`config.mk`:
```
export PLATFORM = sky130hd
export DESIGN_NAME = bht_update_queue
export DESIGN_NICKNAME = d
export VERILOG_FILES = /design/src/rtl/bht_update_queue.sv
export SDC_FILE = /design/constraint.sdc
export NUM_CORES = 1
export LEC_CHECK = 0
export CORE_AREA = 2 2 134 136
export DETAILED_ROUTE_END_ITERATION = 10
export DIE_AREA = 0 0 136 138
export PLACE_DENSITY_LB_ADDON = 0.05
export SLEW_MARGIN = 10
export SYNTH_ARGS = -nofsm -noshare
export SYNTH_HDL_FRONTEND = slang
export SYNTH_SLANG_ARGS = --single-unit
```
`constraint.sdc`:
```
create_clock -name clk_i -period 5.2 [get_ports clk_i]
set_clock_uncertainty 0.1 [all_clocks]
set_input_delay 1.04 -clock clk_i [delete_from_list [all_inputs] [get_ports clk_i]]
set_output_delay 1.04 -clock clk_i [all_outputs]
set_load 0.01 [all_outputs]
```
`src/rtl/bht_update_queue.sv`:
```
// bht_update_queue
// ----------------
// Holds resolved conditional-branch outcomes until the branch history table
// can absorb them. It is a small circular FIFO of {pc, taken}. Resolved
// instructions that are not conditional branches are accepted and then
// dropped, so the execute stage never stalls on them.
//
// Ports
//   clk_i              single clock, rising edge
//   rst_i              synchronous active-high reset; empties the queue
//   resolve_valid_i    execute stage presents a resolved control-flow instr
//   resolve_ready_o    queue has room (registered count < DEPTH)
//   resolve_pc_i       PC of the resolved instruction
//   resolve_taken_i    resolved direction, 1 = taken
//   resolve_is_cond_i  1 = conditional branch (only these are queued)
//   flush_i            drop all pending updates and block this cycle's traffic
//   bht_busy_i         BHT cannot take an update this cycle
//   bht_upd_valid_o    head entry is presented to the BHT
//   bht_upd_pc_o       PC of the head entry
//   bht_upd_taken_o    direction of the head entry
//   count_o            number of queued entries
module bht_update_queue #(
  parameter int VLEN  = 64,
  parameter int DEPTH = 4,
  parameter int CNT_W = $clog2(DEPTH) + 1
) (
  input  logic             clk_i,
  input  logic             rst_i,
  input  logic             resolve_valid_i,
  output logic             resolve_ready_o,
  input  logic [VLEN-1:0]  resolve_pc_i,
  input  logic             resolve_taken_i,
  input  logic             resolve_is_cond_i,
  input  logic             flush_i,
  input  logic             bht_busy_i,
  output logic             bht_upd_valid_o,
  output logic [VLEN-1:0]  bht_upd_pc_o,
  output logic             bht_upd_taken_o,
  output logic [CNT_W-1:0] count_o
);

  localparam int PTR_W = $clog2(DEPTH);

  logic [PTR_W-1:0] rd_ptr_reg, rd_ptr_next;
  logic [PTR_W-1:0] wr_ptr_reg, wr_ptr_next;
  logic [CNT_W-1:0] count_reg, count_next;

  // Storage is read asynchronously at the read pointer so the head entry is
  // visible in the cycle after it was written, with no extra read stage.
  logic [VLEN-1:0] pc_mem_reg    [DEPTH];
  logic            taken_mem_reg [DEPTH];

  logic accept;
  logic enq;
  logic deq;

  // Ready depends only on the registered count; a dequeue in the same cycle
  // does not open a slot until the next cycle.
  assign resolve_ready_o = (count_reg < CNT_W'(DEPTH));
  assign bht_upd_valid_o = (count_reg != '0);
  assign bht_upd_pc_o    = pc_mem_reg[rd_ptr_reg];
  assign bht_upd_taken_o = taken_mem_reg[rd_ptr_reg];
  assign count_o         = count_reg;

  assign accept = resolve_valid_i & resolve_ready_o & ~flush_i;
  assign enq    = accept & resolve_is_cond_i;
  assign deq    = bht_upd_valid_o & ~bht_busy_i & ~flush_i;

  // DEPTH is a power of two, so pointer wrap is the natural PTR_W-bit overflow.
  always_comb begin
    rd_ptr_next = rd_ptr_reg;
    wr_ptr_next = wr_ptr_reg;
    count_next  = count_reg;
    if (flush_i) begin
      rd_ptr_next = '0;
      wr_ptr_next = '0;
      count_next  = '0;
    end else begin
      if (enq) wr_ptr_next = wr_ptr_reg + PTR_W'(1);
      if (deq) rd_ptr_next = rd_ptr_reg + PTR_W'(1);
      case ({enq, deq})
        2'b10:   count_next = count_reg + CNT_W'(1);
        2'b01:   count_next = count_reg - CNT_W'(1);
        default: count_next = count_reg;
      endcase
    end
  end

  always_ff @(posedge clk_i) begin
    if (rst_i) begin
      rd_ptr_reg <= '0;
      wr_ptr_reg <= '0;
      count_reg  <= '0;
    end else begin
      rd_ptr_reg <= rd_ptr_next;
      wr_ptr_reg <= wr_ptr_next;
      count_reg  <= count_next;
    end
  end

  // Per-entry write ports. Contents are not reset: an entry is only ever
  // observed after it has been written, because valid follows the count.
  // A write during reset is harmless for the same reason.
  generate
    for (genvar gi = 0; gi < DEPTH; gi++) begin : g_entry
      always_ff @(posedge clk_i) begin
        if (enq && (wr_ptr_reg == PTR_W'(gi))) begin
          pc_mem_reg[gi]    <= resolve_pc_i;
          taken_mem_reg[gi] <= resolve_taken_i;
        end
      end
    end
  endgenerate

endmodule

```
# After elaboration in Yosys (flattened, before gate mapping)
# Memory sizes are Yosys's and may differ from the RTL's. A register that Yosys moved wholly into a read port is not among the register bits.
# Index checks and enable logic that the tools add are counted.
# totals
ff_bits,7
mem_bits_rw,260
in_bits,71
wordCells,67
n_memories,2
# classes
addsub,4
order_cmp,1
eq_ne,5
muxes,31
bitwise,7
n_reduce_logical,14
# mem_list
memory,depth,width,rd,rd_ports_with_merged_regs,wr,line_no,source
pc_mem_reg,4,64,1,1,1,50,logic [VLEN-1:0] pc_mem_reg [DEPTH];
taken_mem_reg,4,1,1,1,1,51,logic taken_mem_reg [DEPTH];
# op_table
operator,count
2-to-1 mux 64 bit,3
OR reduction 64 bit,3
2-to-1 mux 2 bit,10
2-to-1 mux 1 bit,17
"equality test 2 bit, second input constant",3
one-hot mux 3 bit (2 select lines),1
AND 1 bit,5
"adder 2 x 1 -> 2 bit, second input constant",2
"equality test 2 x 1 -> 1 bit, second input constant",2
logical AND 1 bit,4
"adder 3 x 1 -> 3 bit, second input constant",1
"< comparator 3 bit, second input constant",1
nonzero test 3 bit,1
OR reduction 1 bit,3
"subtractor 3 x 1 -> 3 bit, second input constant",1
logical NOT 2 bit,1
NOT 1 bit,2
nonzero test 2 bit,1
OR reduction 2 bit,1

# Logic depth before layout (Yosys ltp)
# Gate-level depths: netlist of the first run.
# logic_depth
depth_word,11
depth_mapped,9
mapped_depth_nobuf,8

# Worst setup path before layout of the first run
# No wires, ideal clock.
# synth_path
path_type,input to register
startpoint,in flush_i
endpoint,"mem pc_mem_reg[0][0], enable pin"
arrival_ps,3097
t_required_ps,4670
slack_ps,1573
stages,3
path_buffers,1
cell_sequence,and4bb_2 clkbuf_1 and2_1
# synth_between
elab_chain_len,10
# synth_lines
item,line_no,source
"start, declared",34,"input logic flush_i,"
NOT 1 bit (*),65,assign accept = resolve_valid_i & resolve_ready_o & ~flush_i;
AND 1 bit (*),65,
AND 1 bit (*),66,assign enq = accept & resolve_is_cond_i;
logical AND 1 bit,107,if (enq && (wr_ptr_reg == PTR_W'(gi))) begin
2-to-1 mux 1 bit,107,
2-to-1 mux 1 bit (implied by the code),108,pc_mem_reg[gi] <= resolve_pc_i;
OR reduction 64 bit (no line),n/a,
2-to-1 mux 2 bit (no line) / 2-to-1 mux 1 bit (equally long branches) (3 in series),n/a,
"end, declared",50,
# Mark *: on every way between the ends. The rest lies on a longest branch, timed or not.

==> out/results.tsv, run 1 <==
metric	value	unit
status	complete, no violations	
slowest library cell on the worst path	dfxtp_4	
Initial Utilization	0.565	
Core Area	0.0175	mm²
Fin. Hold Viols	0	
part of the cycle the worst path needs	0.754	
VDD IR max	297	µV
vias	4410	
H-tree depth	1	
commonest non-fill, non-tap cell in the layout	edfxtp_1	
most used flip-flop cell after synthesis	edfxtp_1	
CP top delay family	buffers and inverters	
met3 WL	1160	µm
Die X	136	µm
global-route wire length before repair	26500	µm
Area contributors post-synth	edfxtp_1 (79%), mux4_2 (15%), dfxtp_1 (1.8%), buf_12 (1.0%), ha_1 (0.63%)	
Post-synth EDFFs	260	
count of input and output buffers	140	
Unique masters post-synth	23	
Gate Count Post-Synth	393	
DRC Markers	0	
Synth Register Bits	269	
overall routing resource usage	0.185	
syn avg cell area	25.2	µm²
vias per cell	5.58	
Cell Area, Placed	0.0115	mm²
# resized after CTS	0	
Crit path largest cell delay	0.82	ns
Crit Path Max Fanout	35	
Post-CTS Setup Inserts	0	
RePlAce Congestion	0.700	
Area growth, synth to finish	24.2	%
crit path kind	reg2out	
Highest Clock Rate	255	MHz
CP Capture Type	output pin	
PD cells	355	mW/mm²
Synth async-reset ratio	0	
final worst path period need	3.92	ns
Setup crit start kind	register	
share of cells above drive strength 1	0.193	
largest net degree at the start of global routing	66	
Final nets	623	
wl on met1	6990	µm
I/O Pins	141	
commonest cells after routing, fill and taps aside	edfxtp_1 (260), clkdlybuf4s50_1 (140), mux4_2 (65)	
final WL	16800	µm
Clock Latency Late Sink	0.51	ns
Setup violations, final	0	
unrepaired setup endpoints after global routing	false	
cts hold-fix bufs	0	
WL per Instance	21.2	µm
buffers and inverters on the worst path	2	
1st-pass router iterations	4	
routed wl met2	8380	µm
Max Cap Viol	0	
Yosys warning count	0	
hold path start	rd_ptr_reg[1]$_SDFFE_PP0P_	
initial antenna violation count	1	
cts bufs inserted	26	
max reg flops	256	
clk sinks	269	
row count	49	
CTS tree	yes	
top-area cell type share of the netlist area	0.789	
P_leak	3.81	nW
Layout fillers	1085	
R2R Path Start	count_o[2]$_SDFFE_PP0P_	
Post-DP HPWL	9260	µm
Tightest Pin Transition	1.04	ns
grt total ovfl	0	
setup_tns	0	ns
Final Slew Violations	0	
Clock Path Buffers	3	
CP arrival	2.78	ns
dpl ws	1.70	ns
Worst-path clk slew	0.06	ns
Slew headroom	0.305	
Post-Synthesis Cell Area	0.00990	mm²
clock root buffer	clkbuf_16	
sequential area share after synthesis	0.807	
DIE HEIGHT	138	µm
area leader, netlist	edfxtp_1	
post-route ant nets	0	
Die Area	0.0188	mm²
top sig layer	met4	
Final Instance Area	0.0123	mm²
Setup WS post-layout	1.28	ns
CP cell instances	buf_12 > mux4_2 > clkdlybuf4s50_1	
Iter 0 DRT Violations	295	
vias in the first global route	4810	
syn_nets	470	
worst min-delay path category	reg2reg	
worst endpoint required time	4.06	ns
[cell type report]
class	count	area (µm²)	share of cell area
Tap cell	229	287	0.0233
Timing Repair Buffer	141	1420	0.116
Sequential cell	269	8000	0.651
Antenna cell	1	2.50	0.000204
Multi-Input combinational cell	100	1730	0.141
Clock inverter	12	133	0.0108
Inverter	8	30.0	0.00244
Clock buffer	31	691	0.0562
[worst paths after layout]
path	cells past startpoint	to	slack, ns
setup reg to reg	8	count_o[2]$_SDFFE_PP0P_	3.00
hold / removal	2	register	0.40
hold reg to reg	2	register	0.40
setup / recovery	3	bht_upd_pc_o[0]	1.28
[cell usage after synthesis, types with 2 or more instances]
master and instances:
or3_1 3, and2_1 4, xor2_1 2, nor3_1 2, nor2_1 5, buf_2 6
clkbuf_1 3, edfxtp_1 260, o21ai_0 3, ha_1 5, dfxtp_1 9, buf_12 5
mux4_2 65, inv_1 8, a21oi_1 5
[per-stage QoR]
stage          utilization  instances  hold slack [ns]  total power, mW
2_1_floorplan            -        393            0.359             2.49
5_1_grt              0.701        790            0.437             4.49
6_report             0.701        791            0.399             4.36
4_1_cts              0.701        790            0.389             4.40
3_5_place_dp         0.654        747            0.379             2.60
3_3_place_gp         0.654        747            0.360             2.60
[power breakdown]
group,total [mW],switching (mW),internal (mW)
sequential,2.40,0.00588,2.39
clock,1.80,0.718,1.08
combinational,0.154,0.0616,0.0927
[layer usage]
layer,vias up,track usage
met3,21,0.0495
met2,135,0.300
met4,0,0.0455
li1,1969,-
met1,2285,0.256
met5,-,0
[cell families after synthesis]
family / count (synthesis) / synth area share
compound gates: 8 / 0.00404
xor+xnor: 3 / 0.00266
fa+ha+maj: 6 / 0.00834
buf+inv: 24 / 0.0192
flops: 269 / 0.807
mux: 66 / 0.149
simple gates: 17 / 0.00986
[worst reg2reg max path, stage by stage (launching register included)]
cell and delay, ns:
dfxtp_1 0.41, and4bb_2 0.32, inv_1 0.07, ha_1 0.17, inv_1 0.06, fa_1 0.38
xor2_1 0.16, or3_1 0.32, a21oi_1 0.14
No activity file was read; power rests on OpenSTA's default activity.
==> run 2, diff against run 1 <==
- CORE_AREA: 2 2 134 136 -> 2 2 146 148
- DIE_AREA: 0 0 136 138 -> 0 0 148 150
- clock period: 5.2 -> 3.43 ns (I/O delays scaled with it)
==> run 2 against run 1 <==
First-iteration DRC count shrank 2.0%. Sequential power grew 52%. Worst setup slack lost 1.1 ns. Largest cell class unchanged. Sequential share of layout area shrank 1.0 points. Design area grew 1.6%.
==> out/results.tsv, run 2 (synthesized netlist as in run 1, its figures left out) <==
metric	value	unit
Tightest Pin Transition	0.602	ns
clock root buffer	clkbuf_16	
commonest non-fill, non-tap cell in the layout	edfxtp_1	
Setup WS post-layout	0.179	ns
CP Capture Type	output pin	
Core Area	0.0207	mm²
cts hold-fix bufs	0	
Final Slew Violations	0	
sequential power share	0.554	
unrepaired setup endpoints after global routing	false	
commonest cells after routing, fill and taps aside	edfxtp_1 (260), clkdlybuf4s50_1 (140), mux4_2 (65)	
Initial Utilization	0.478	
setup_tns	0	ns
clk sinks	269	
worst endpoint required time	2.64	ns
Die Area	0.0222	mm²
status	complete, no violations	
Post-DP HPWL	10500	µm
Crit Path Max Fanout	16	
final WL	17800	µm
H-tree depth	1	
Slew headroom	0.596	
global-route wire length before repair	27600	µm
Post-CTS Setup Inserts	0	
dpl ws	0.461	ns
Iter 0 DRT Violations	289	
internal power	5.35	mW
overall routing resource usage	0.165	
DIE HEIGHT	150	µm
worst min-delay path category	reg2reg	
max reg flops	256	
Area growth, synth to finish	26.2	%
clock network fraction of total power	0.409	
buffers and inverters on the worst path	2	
share of cells above drive strength 1	0.212	
cts bufs inserted	27	
post-route ant nets	0	
DRC Markers	0	
utilization after layout	0.604	
CP arrival	2.46	ns
largest net degree at the start of global routing	43	
hold_ws	0.429	ns
RePlAce Congestion	0.696	
Comb power frac	0.037	
Die X	148	µm
sw frac	0.186	
WL per Instance	20.8	µm
part of the cycle the worst path needs	0.948	
Power, Total	6.57	mW
final worst path period need	3.25	ns
grt total ovfl	0	
Final nets	637	
Worst-path clk slew	0.06	ns
count of input and output buffers	140	
slowest library cell on the worst path	dfxtp_4	
# resized after CTS	0	
Clock Latency Late Sink	0.51	ns
1st-pass router iterations	4	
Setup violations, final	0	
VDD IR max	412	µV
row count	53	
PD cells	526	mW/mm²
Setup crit start kind	register	
initial antenna violation count	0	
Crit path largest cell delay	0.56	ns
I/O Pins	141	
Sw Pwr	1.22	mW
P_leak	3.89	nW
crit path kind	reg2out	
Fin. Hold Viols	0	
vias per cell	5.26	
CP top delay family	buffers and inverters	
vias	4500	
CP cell instances	buf_4 > mux4_2 > clkdlybuf4s50_1	
CTS tree	yes	
Clock Path Buffers	3	
Max Cap Viol	0	
Highest Clock Rate	308	MHz
vias in the first global route	4851	
==> run 2: cell count changes in the layout (fill, tap and decap cells not counted), sizes merged <==
cell	previous run	this run
buf	1	14
bufinv	3	1
clkbuf	31	36
clkinv	9	11
==> run 2: layer usage <==
metal	track usage	wire (µm)
met5	0	0
met4	0.0386	272
met3	0.0390	1080
met2	0.270	8860
met1	0.229	7580
==> run 2: per-stage QoR <==
stage | area [µm²] | instances
floorplan | 9900 | 393
global placement | 11700 | 806
detailed placement | 11700 | 806
CTS | 12500 | 854
global route | 12500 | 854
finish | 12500 | 855
==> run 2: power by group through the flow <==
stage	combinational, mW	clock [mW]	sequential (mW)
3_5_place_dp	0.243	0	3.71
3_3_place_gp	0.236	0	3.70
2_1_floorplan	0.0673	0	3.71
4_1_cts	0.244	2.78	3.64
5_1_grt	0.258	2.90	3.64
6_report	0.240	2.69	3.64
==> run 2: cell type report <==
| type | instances | area, µm² |
|---|---|---|
| clock buffers | 36 | 739 |
| repair buffers | 154 | 1570 |
| clock inverters | 12 | 77.6 |
| inverters | 8 | 30.0 |
| diodes | 1 | 2.50 |
| fillers | 1494 | 8200 |
| well taps | 275 | 344 |
| multi-input cells | 100 | 1730 |
| flip-flops and latches | 269 | 8000 |
==> run 2: tightest hold or removal path: stages, from the launching register on <==
cell     delay (ns)
dfxtp_1        0.32
o21ai_0        0.08
a21oi_1        0.08
==> run 2: worst paths after layout <==
kind	from	to	slack, ns	cells past startpoint
min	rd_ptr_reg[1]$_SDFFE_PP0P_	register	0.43	2
max	register	bht_upd_pc_o[0]	0.18	3
max reg2reg	count_o[2]$_SDFFE_PP0P_	count_o[2]$_SDFFE_PP0P_	1.26	8
min reg2reg	rd_ptr_reg[1]$_SDFFE_PP0P_	register	0.43	2
